==> src/rtl/piton_sd_cache_lock_pkg.sv <==
// Shared types and helpers for the SD cache lock manager and its per-lock entries.
package piton_sd_cache_lock_pkg;

  // Storage widths for one lock entry. OWNER_W must not exceed OWNER_MAX_W.
  localparam int OWNER_MAX_W = 32;
  localparam int HOLD_MAX_W  = 32;

  typedef enum logic {
    ACQUIRE = 1'b0,
    RELEASE = 1'b1
  } lock_op_e;

  typedef enum logic {
    FREE = 1'b0,
    HELD = 1'b1
  } lock_state_e;

  typedef struct packed {
    lock_state_e            state;
    logic [OWNER_MAX_W-1:0] owner;
    logic [HOLD_MAX_W-1:0]  hold_cnt;
  } lock_entry_t;

  localparam lock_entry_t FREE_ENTRY = '{state: FREE, owner: '0, hold_cnt: '0};

  // Lock index width, at least one bit even for a single lock.
  function automatic int lock_idx_w(input int num_locks);
    return (num_locks <= 2) ? 1 : $clog2(num_locks);
  endfunction

endpackage

==> src/rtl/piton_sd_cache_lock_entry.sv <==
// One lock: FREE/HELD(owner) FSM plus the hold counter built when
// PITON_SD_CACHE_LOCK_TIMEOUT_EN is defined.
module piton_sd_cache_lock_entry
  import piton_sd_cache_lock_pkg::*;
#(
  parameter int OWNER_W        = 4,
  parameter int TIMEOUT_CYCLES = 1024
) (
  input  logic               clk,
  input  logic               rst,
  input  logic               sel,
  input  lock_op_e           op,
  input  logic [OWNER_W-1:0] req_owner,
  output logic               held,
  output logic [OWNER_W-1:0] owner,
  output logic               ok,
  output logic               lock_evt,
  output logic               unlock_evt,
  output logic               timeout_pulse
);

  lock_entry_t q;
  lock_entry_t q_next;
  logic        expire;
  logic        eff_held;
  logic        same_owner;

`ifdef PITON_SD_CACHE_LOCK_TIMEOUT_EN
  assign expire = (q.state == HELD) &&
                  (q.hold_cnt == HOLD_MAX_W'(TIMEOUT_CYCLES - 1));
`else
  assign expire = 1'b0;
`endif

  // A lock expiring on this edge is already FREE as far as the request is concerned.
  assign eff_held   = (q.state == HELD) && !expire;
  assign same_owner = (q.owner == OWNER_MAX_W'(req_owner));

  always_comb begin
    // NOTE: every output gets a default first, so no path through the block infers a latch.
    ok         = 1'b0;
    lock_evt   = 1'b0;
    unlock_evt = 1'b0;
    q_next     = q;

`ifdef PITON_SD_CACHE_LOCK_TIMEOUT_EN
    if (expire) begin
      q_next = FREE_ENTRY;
    end else if (q.state == HELD) begin
      q_next.hold_cnt = q.hold_cnt + HOLD_MAX_W'(1);
    end
`endif

    if (op == ACQUIRE) begin
      ok       = !eff_held || same_owner;
      lock_evt = !eff_held;
    end else begin
      ok         = eff_held && same_owner;
      unlock_evt = ok;
    end

    if (sel && lock_evt) begin
      q_next = '{state: HELD, owner: OWNER_MAX_W'(req_owner), hold_cnt: '0};
    end else if (sel && unlock_evt) begin
      q_next = FREE_ENTRY;
    end
  end

  always_ff @(posedge clk) begin
    // NOTE: state registers use non-blocking assignments so every flop samples pre-edge values.
    if (rst) begin
      q <= FREE_ENTRY;
    end else begin
      q <= q_next;
    end
  end

`ifdef PITON_SD_CACHE_LOCK_TIMEOUT_EN
  always_ff @(posedge clk) begin
    if (rst) begin
      timeout_pulse <= 1'b0;
    end else begin
      timeout_pulse <= expire;
    end
  end
`else
  assign timeout_pulse = 1'b0;
`endif

  assign held  = (q.state == HELD);
  assign owner = q.owner[OWNER_W-1:0];

endmodule

==> src/rtl/piton_sd_cache_lock_mgr.sv <==
// Multi-lock SD cache lock manager: request decode, one-entry response register and pulses.
// Optional forced release on hold timeout when PITON_SD_CACHE_LOCK_TIMEOUT_EN is defined.
module piton_sd_cache_lock_mgr
  import piton_sd_cache_lock_pkg::*;
#(
  parameter  int NUM_LOCKS      = 4,
  parameter  int OWNER_W        = 4,
  parameter  int TIMEOUT_CYCLES = 1024,
  localparam int IDX_W          = lock_idx_w(NUM_LOCKS)
) (
  input  logic                         clk,
  input  logic                         rst,
  input  logic                         req_valid,
  output logic                         req_ready,
  input  logic                         req_op,
  input  logic [IDX_W-1:0]             req_idx,
  input  logic [OWNER_W-1:0]           req_owner,
  output logic                         rsp_valid,
  input  logic                         rsp_ready,
  output logic                         rsp_ok,
  output logic [IDX_W-1:0]             rsp_idx,
  output logic [NUM_LOCKS-1:0]         lock_held,
  output logic [NUM_LOCKS*OWNER_W-1:0] lock_owner,
  output logic                         lock_pulse,
  output logic                         unlock_pulse,
  output logic [NUM_LOCKS-1:0]         timeout_pulse
);

  localparam int              IDX_W1      = IDX_W + 1;
  localparam logic [IDX_W:0]  NUM_LOCKS_L = IDX_W1'(NUM_LOCKS);

  logic                 accept;
  logic                 idx_ok;
  logic [NUM_LOCKS-1:0] sel;
  logic [NUM_LOCKS-1:0] ok_vec;
  logic [NUM_LOCKS-1:0] lock_vec;
  logic [NUM_LOCKS-1:0] unlock_vec;

  // Single response slot: a new request may enter whenever the slot drains this cycle.
  assign req_ready = !rsp_valid || rsp_ready;
  assign accept    = req_valid && req_ready;
  assign idx_ok    = {1'b0, req_idx} < NUM_LOCKS_L;

  for (genvar i = 0; i < NUM_LOCKS; i++) begin : g_lock
    assign sel[i] = accept && idx_ok && (req_idx == IDX_W'(i));

    piton_sd_cache_lock_entry #(
      .OWNER_W        (OWNER_W),
      .TIMEOUT_CYCLES (TIMEOUT_CYCLES)
    ) u_entry (
      .clk           (clk),
      .rst           (rst),
      .sel           (sel[i]),
      .op            (lock_op_e'(req_op)),
      .req_owner     (req_owner),
      .held          (lock_held[i]),
      .owner         (lock_owner[i*OWNER_W +: OWNER_W]),
      .ok            (ok_vec[i]),
      .lock_evt      (lock_vec[i]),
      .unlock_evt    (unlock_vec[i]),
      .timeout_pulse (timeout_pulse[i])
    );
  end

  // At most one sel bit is set, so OR-reducing the masked vectors selects that lock's decision.
  always_ff @(posedge clk) begin
    if (rst) begin
      rsp_valid    <= 1'b0;
      rsp_ok       <= 1'b0;
      rsp_idx      <= '0;
      lock_pulse   <= 1'b0;
      unlock_pulse <= 1'b0;
    end else begin
      lock_pulse   <= |(sel & lock_vec);
      unlock_pulse <= |(sel & unlock_vec);
      if (accept) begin
        rsp_valid <= 1'b1;
        rsp_ok    <= |(sel & ok_vec);
        rsp_idx   <= req_idx;
      end else if (rsp_ready) begin
        rsp_valid <= 1'b0;
      end
    end
  end

endmodule
==> config.mk <==
export PLATFORM = sky130hd
export DESIGN_NAME = piton_sd_cache_lock_mgr
export DESIGN_NICKNAME = d
export VERILOG_FILES = /design/src/rtl/piton_sd_cache_lock_pkg.sv /design/src/rtl/piton_sd_cache_lock_entry.sv /design/src/rtl/piton_sd_cache_lock_mgr.sv
export SDC_FILE = /design/constraint.sdc
export NUM_CORES = 1
export LEC_CHECK = 0
export CELL_PAD_IN_SITES_DETAIL_PLACEMENT = 1
export CELL_PAD_IN_SITES_GLOBAL_PLACEMENT = 1
export CORE_MARGIN = 2
export CORE_UTILIZATION = 36
export CTS_BUF_LIST = sky130_fd_sc_hd__clkbuf_4 sky130_fd_sc_hd__clkbuf_8
export DETAILED_ROUTE_END_ITERATION = 8
export GPL_ROUTABILITY_DRIVEN = 0
export PLACE_DENSITY = 0.88
export SLEW_MARGIN = 20
export SYNTH_ARGS = -nofsm -noshare
export SYNTH_HDL_FRONTEND = slang
export SYNTH_SLANG_ARGS = --single-unit
==> constraint.sdc <==
create_clock -name clk -period 1.8 [get_ports clk]
set_input_delay 0.18 -clock clk [delete_from_list [all_inputs] [get_ports clk]]
set_output_delay 0.18 -clock clk [all_outputs]
set_load 0.05 [all_outputs]
== Yosys cells after proc, flatten, opt, wreduce, memory -nomap -nowiden ==
Index checks and enable logic that the tools add are counted.
Cells by class
  eq/ne operators: 7
  muxes and demuxes: 22
  bitwise operators: 3
  reduce and logical (&&, ||, !) cells: 36
Operator list (number)
  $mux 65: 8
  $logic_and 1x1->1: 17
  $eq 4x4->1: 4
  $mux 1: 14
  $and 4x4->4: 3
  $reduce_or 4->1: 3
  $reduce_bool 2->1: 5
  $logic_not 1->1: 5
  $logic_or 1x1->1: 5
  $eq 2x2->1 const B: 2
  $eq 2x1->1 const B: 1
  $logic_not 2->1: 1
Storage, ports and cells
  register bits after elaboration: 26
  input bits: 11
  output and inout bits: 31
  word-level logic and storage cells: 81

== Depth between registers and ports, before layout ==
Gate-level depths: netlist (run 1).
  depth after elaboration: 7
  gate-level depth with buffers: 7
  mapped depth without buffers: 6

== Modules after synthesis ==
A second synthesis (run 1) with hierarchy kept.
Second synthesis, totals
  cell total of the unflattened synthesis: 191
  area total of the unflattened synthesis: 1637.8 sq um
By module, submodules not included
  piton_sd_cache_lock_entry: instances 4, cells each 40, area an instance 331.6 sq um, seq. area each 100.1 sq um
  piton_sd_cache_lock_mgr: instances 1, cells each 31, area an instance 311.5 sq um, seq. area each 120.1 sq um

== Worst setup path before layout (run 1) ==
Ideal clock, no wire load.
  path kind: reg2reg
  start point: reg g_lock[1].u_entry.q (netlist bit g_lock[1].u_entry.owner[2])
  end point: reg rsp_ok
  setup time: 0.091 ns
  data arrival time: 1.787 ns
  data required time: 1.709 ns
  slack: -0.078 ns
  cell stages (with the launch flop): 6
  path buffers: 0
  clock period less this slack: 1.878 ns
  cells stage by stage: dfxtp_1 xnor2_2 nand4_1 or4b_4 o31a_1 a311oi_1
On the way
  cells in the longest elaborated chain, start to end: 5
  elaborated cells between the ends (all ways): 6
  those cells by class: eq/ne: 1; mux: 1; bitwise: 1; reduce/logical: 3
RTL lines
  start, declared: RTL line piton_sd_cache_lock_entry.sv:22  | lock_entry_t q;
  start signal, assigned: RTL line piton_sd_cache_lock_entry.sv:74  | q <= q_next;
  $eq 4x4->1 *: RTL line piton_sd_cache_lock_entry.sv:37  | assign same_owner = (q.owner == OWNER_MAX_W'(req_owner));
  $logic_or 1x1->1 / $logic_and 1x1->1 (equally long branches): RTL line piton_sd_cache_lock_entry.sv:55, piton_sd_cache_lock_entry.sv:58
  $mux 1 *: RTL line piton_sd_cache_lock_entry.sv:54  | if (op == ACQUIRE) begin
  $and 4x4->4 *: RTL line piton_sd_cache_lock_mgr.sv:78  | rsp_ok <= |(sel & ok_vec);
  $reduce_or 4->1 *: RTL line piton_sd_cache_lock_mgr.sv:78
  end signal, assigned: RTL line piton_sd_cache_lock_mgr.sv:78
  end, declared: RTL line piton_sd_cache_lock_mgr.sv:20  | output logic rsp_ok,
Every way passes the cells marked *; elsewhere a longest branch is shown, timed or not.
A chain may end at the register's enable or synchronous reset.

== Worst setup path in the final report (run 1) ==
  start point: reg g_lock[2].u_entry.q (netlist bit g_lock[2].u_entry.held)
  end point: out lock_held[2]
RTL lines
  start, declared: RTL line piton_sd_cache_lock_entry.sv:22
  start signal, assigned: RTL line piton_sd_cache_lock_entry.sv:74
  end, declared: RTL line piton_sd_cache_lock_mgr.sv:22  | output logic [NUM_LOCKS-1:0] lock_held,
No word-level cell between the ends.

==> results of run 1 <==
-- final cells by class --
cell class,count,share of cell area
multi-input combinational,110,0.383
timing repair buffer,68,0.301
sequential,26,0.255
tap,48,0.0291
clock buffer,3,0.0200
inverter,3,0.0115
-- what timing repair did --
action | in CTS | in global routing
setup endpoints to repair | 11 | 18
resized for setup | 5 | 11
pin swaps | 0 | 1
-- worst max path at each step --
stage                                        startpoint                                       to  slack, ps
finish              g_lock[2].u_entry.held$_SDFFE_PP0P_                             lock_held[2]         50
CTS                 g_lock[1].u_entry.held$_SDFFE_PP0P_                             lock_held[1]         20
global placement                           req_owner[1]                      rsp_ok$_SDFFE_PP0P_       -250
floorplan                        rsp_valid$_SDFFE_PP0P_                      rsp_ok$_SDFFE_PP0P_         40
detailed placement                         req_owner[1]  g_lock[0].u_entry.owner[0]$_SDFFE_PP0P_       -400
global route        g_lock[2].u_entry.held$_SDFFE_PP0P_                             lock_held[2]         20
-- stage by stage --
step,power [mW],instances,util,setup WS [ps]
finish,1.29,258,0.556,52.4
global route,1.34,258,0.556,24.9
CTS,1.29,258,0.547,19.4
detailed placement,0.957,255,0.532,-395
global placement,0.942,255,0.532,-253
floorplan,0.834,156,-,41.6
-- power by group --
part | switching [mW] | internal (mW)
logic | 0.207 | 0.137
registers | 0.0165 | 0.593
clock network | 0.186 | 0.150
total | 0.409 | 0.881
-- cell usage in the layout (no fill, tap or decap), drive strengths merged, types with 2 or more instances in the layout --
| master | netlist | routed |
|---|---|---|
| conb | 1 | 4 |
| and2 | 4 | 4 |
| dlygate4sd2 | 0 | 2 |
| nor2b | 3 | 3 |
| o21ai | 4 | 4 |
| dfxtp | 26 | 26 |
| inv | 2 | 2 |
| xnor2 | 9 | 9 |
| a311oi | 2 | 2 |
| dlymetal6s2s | 0 | 5 |
| a22o | 12 | 12 |
| nor4 | 3 | 3 |
| buf | 13 | 32 |
| nand2 | 12 | 12 |
| clkdlybuf4s50 | 0 | 29 |
| clkbuf | 4 | 3 |
| a22oi | 6 | 6 |
| nand3 | 3 | 3 |
| nor2 | 13 | 13 |
| xor2 | 7 | 7 |
| a21oi | 5 | 5 |
| nor3 | 6 | 6 |
-- layer usage --
layer,wire length (µm),up-vias,global-route usage
met2,2530,40,0.435
met3,186,13,0.0372
li1,-,652,-
met1,1860,681,0.242
met4,126,0,0.107
met5,0,-,0
-- sequential cells by signal, indices dropped and copies added (netlist names) --
register	cells
unlock_pulse	1
g_lock.u_entry.owner	16
g_lock.u_entry.held	4
lock_pulse	1
rsp_ok	1
rsp_valid	1
rsp_idx	2
-- kinds of logic after synthesis --
logic type | Yosys count
and+or+nand+nor | 53
AOI/OAI and AO/OA | 36
DFF | 26
buffers and inverters | 20
xor gates and xnor gates | 16
muxes | 1
other | 1
==> flow_summary.ini, run 1 <==
[timing]
fin_skew_ps = 2.84
clock.fmax_ghz = 0.572
period_minus_slack_ps = 1750
hold_viol = 0
final-setup-viol-count = 0
fin_tns_setup_ps = 0
slew_viol_final = 0
slew_headroom = 0.658
period_share = 0.971
hold_ws_ps = 320
tightest_slew_ps = 512
rsz0062_at_grt = no

[yosys]
synth_most_common_cell = dfxtp_1
ys_ff_latch = 26
synth_xor_area_frac = 0.115
synthCells = 153
synthAdderAreaFrac = 0
synthArstFlopShare = 0
synth_top_family_by_area = simple AND/OR/NAND/NOR gates
synth_edf_count = 0
synthTopCellsByCount = dfxtp_1, nor2_1, a22o_1
synth_area_per_cell_um2 = 9.26
netlist_area_mm2 = 0.00142
synthTopCellsByArea = dfxtp_1, a22o_1, xor2_1, buf_4, buf_6
synth_top_area_share = 0.367
synth_top_cell_by_area = dfxtp_1
synthMuxAreaShare = 0.00707
synthSimpleGateAreaFrac = 0.207
synth_cell_types = 42
yosys_warnings = 0
synth_compound_area_frac = 0.192
synth.yosys.seq_area_share = 0.367
synth_flop_cell = dfxtp_1

[setup_path]
required_ps = 1620
worstSetupPathType = flip-flop to output pin
rr_startpoint = g_lock[1].u_entry.owner[2]$_SDFFE_PP0P_
rrSetupSlack_ps = 150
cp.arrival_ps = 1570
end_kind = output pin
critPathMaxStageDelay_ps = 840
slowest_stage = clkdlybuf4s50_1
path_buf_inv = 1
cpLargestDelayFamily = buffers and inverters
rr_endpoint = rsp_ok$_SDFFE_PP0P_
critPathMaxFanout = 6
crit_chain = clkdlybuf4s50_1
r2r.worst_path.cells = 5
critPathLaunchType = flip-flop
cp.depth = 1

[routing]
routed_wl_um = 4700
drt-initial-drc-count = 45
route.vias.total = 1386
ant_nets = 0
first_pass_iters = 4
via_per_inst = 5.37
wl_per_cell_um = 18.2
drc_errors = 0

[finish]
final_area_mm2 = 0.00207
area_delta_synth_final_pct = 45.9
fillers = 441
seq_area_um2 = 527
drive_above_1_share = 0.271
multi_input_area_um2 = 792
nets = 223
diodes = 0

[floorplanning]
dieArea_mm2 = 0.00445
num_rows = 22
core_region_area_mm2 = 0.00372
die_w_um = 66.7
io_pins = 42
fp.dieH_um = 66.7
initial_core_util = 0.381

[worst_hold_path]
holdPathStages = 3
min_to = rsp_valid$_SDFFE_PP0P_
worstHoldPathType = input port to flip-flop
hold_path_startpoint = req_valid

[global_route]
grt_max_degree = 15
grt_antenna_before_repair = 0
grt_pass1_vias = 1518
grt.total_usage = 0.229
grt_pass1_wl_um = 7590
grt.overflow.total = 0

[clocking]
clock_sink_count = 26
worst_skew_pair.late_latency_ps = 270
cts_buffers = 3
cts_root_buffer = clkbuf_8
cts_hold_buf = 0
clk_path_buf_depth = 2
cts.reportedPaths.clkPinSlew_ps = 90
cts_setup_buffers = 0
h-tree-depth = 1
cts_tree = yes

[power_and_ir_drop]
p_leak_nw = 0.868
power_density_mw_per_mm2 = 624
ir_worst_vdd_mv = 0.287

[run_status]
status = finished clean

[place]
port_buffers = 37
hpwl_um = 3470
placed_area_mm2 = 0.00198

[run]
cap_violations = 0
Power figures use the tool's default switching activity.
==> run 2: changes to the inputs <==
- CELL_PAD_IN_SITES_DETAIL_PLACEMENT: 1 -> not set
- CELL_PAD_IN_SITES_GLOBAL_PLACEMENT: 1 -> not set
- CORE_UTILIZATION: 36 -> 49
- PLACE_DENSITY: 0.88 -> 0.86
- SYNTH_HIERARCHICAL: not set -> 1
==> flow_summary.ini, run 2 <==
[timing]
rsz0062_at_grt = no
period_share = 0.957
tightest_slew_ps = 506
fin_tns_setup_ps = 0
setup_slack_ps = 77.2
slew_headroom = 0.661
final-setup-viol-count = 0
period_minus_slack_ps = 1720
hold_ws_ps = 485
hold_viol = 0
fin_skew_ps = 3.06
clock.fmax_ghz = 0.580
slew_viol_final = 0

[yosys]
netlist_area_mm2 = 0.00164
synth_area_per_cell_um2 = 8.57
synth_top_area_share = 0.318
synthArstFlopShare = 0
synth.yosys.seq_area_share = 0.318
synth_cell_types = 24
synthTopCellsByArea = dfxtp_1, xnor2_2, o21ai_0, inv_1, nor2_1
synth_fp_nets = 202
synth_edf_count = 0
synthCells = 191
yosys_warnings = 6
synth_flop_cell = dfxtp_1
synthTopCellsByCount = dfxtp_1, inv_1, o21ai_0
ys_ff_latch = 26
synth_most_common_cell = dfxtp_1
synth_top_cell_by_area = dfxtp_1

[global_route]
grt.overflow.total = 0
grt_pass1_vias = 1615
grt_max_degree = 31
grt_pass1_wl_um = 6910
grt_antenna_before_repair = 0
grt.total_usage = 0.244

[clocking]
cts_resized = 0
h-tree-depth = 1
worst_skew_pair.late_latency_ps = 320
cts_root_buffer = clkbuf_4
cts_tree = yes
cts_setup_buffers = 0
cts_buffers = 3
clock_sink_count = 26
cts.reportedPaths.clkPinSlew_ps = 140
cts_hold_buf = 0
clk_path_buf_depth = 2

[place]
post-place-ws_ps = -229
hpwl_um = 3180
placed_area_mm2 = 0.00235
port_buffers = 37
dp.cells = 299

[power_and_ir_drop]
p_leak_nw = 0.895
clkPwrFrac = 0.194
power_mw = 1.28
swShare = 0.332
p_seq_frac = 0.483
pwr-share-comb = 0.323
p_sw_mw = 0.425
ir_worst_vdd_mv = 0.318
p_int_mw = 0.855
power_density_mw_per_mm2 = 539

[floorplanning]
core_region_area_mm2 = 0.00313
io_pins = 42
die_w_um = 61.8
num_rows = 20
dieArea_mm2 = 0.00382
initial_core_util = 0.524
fp.dieH_um = 61.8

[worst_hold_path]
worstHoldPathType = flip-flop to flip-flop

[finish]
fin_util = 0.759
final_cell_mix = buf_4, clkdlybuf4s50_1, o21ai_0, inv_1, dfxtp_2
nets = 271
seq_area_um2 = 542
diodes = 0
fin_cells = 302
drive_above_1_share = 0.357
area_delta_synth_final_pct = 44.9
multi_input_area_mm2 = 0.00106
fillers = 234
final_common_cell = buf_4
final_area_mm2 = 0.00237
largest_reg_flops = 16

[routing]
first_pass_iters = 4
via_per_inst = 5.25
drt-initial-drc-count = 91
routed_wl_um = 4030
route.vias.total = 1586
ant_nets = 0
drc_errors = 0
wl_per_cell_um = 13.3

[run_status]
status = finished clean

[setup_path]
cp.arrival_ps = 1540
end_kind = output pin
slowest_stage = clkdlybuf4s50_1
cpLargestDelayFamily = buffers and inverters
critPathMaxFanout = 4
required_ps = 1620
path_buf_inv = 1
crit_chain = clkdlybuf4s50_1
critPathMaxStageDelay_ps = 820
worstSetupPathType = flip-flop to output pin
critPathLaunchType = flip-flop

[run]
cap_violations = 0
## run 2: changes by cell type after synthesis, sizes merged, moves of 7 or more
| cell | change |
|---|---|
| a21oi | +7 |
| a22o | -12 |
| buf | -8 |
| inv | +17 |
| nand3 | +8 |
| o21ai | +15 |
| xnor2 | +7 |
| xor2 | -7 |
## run 2: worst paths after layout
path / start / endpoint / slack [ps] / depth (start not counted)
max: g_lock[2].u_entry/owner[2]$_SDFFE_PP0P_ / lock_owner[10] / 80 / 1
min: rsp_idx[0]$_SDFFE_PP0P_ / rsp_idx[0]$_SDFFE_PP0P_ / 480 / 2
max reg2reg: rsp_valid$_SDFFE_PP0P_ / g_lock[0].u_entry/owner[3]$_SDFFE_PP0P_ / 170 / 7
min reg2reg: rsp_idx[0]$_SDFFE_PP0P_ / rsp_idx[0]$_SDFFE_PP0P_ / 480 / 2
## run 2: logic make-up after synthesis
family | after synthesis | share of synthesized area
buffers and inverters | 24 | 0.0688
muxes | 3 | 0.0412
xor gates and xnor gates | 16 | 0.159
AOI/OAI and AO/OA | 51 | 0.201
DFF | 26 | 0.318
and+or+nand+nor | 67 | 0.203
other | 4 | 0.00916
## run 2: power by group through the flow
stage          Sequential (mW)  Combinational (mW)  Clock (mW)
2_1_floorplan            0.695               0.172           0
3_3_place_gp             0.631               0.403           0
3_5_place_dp             0.632               0.413           0
4_1_cts                  0.619               0.414       0.258
5_1_grt                  0.622               0.444       0.282
6_report                 0.618               0.414       0.248
## run 2: routing by layer
layer,part of all wire,vias up,GRT usage
met2,0.51,61,0.424
met4,0.016,0,0.131
met5,0,-,0
li1,-,796,-
met1,0.42,721,0.290
met3,0.057,8,0.0352
## run 2: cell type report
| cell class | count | share of cell area |
|---|---|---|
| Multi-Input combinational cell | 141 | 0.446 |
| Timing Repair Buffer | 69 | 0.263 |
| Sequential cell | 26 | 0.228 |
| Inverter | 19 | 0.0300 |
| Tap cell | 44 | 0.0232 |
| Clock buffer | 3 | 0.00949 |
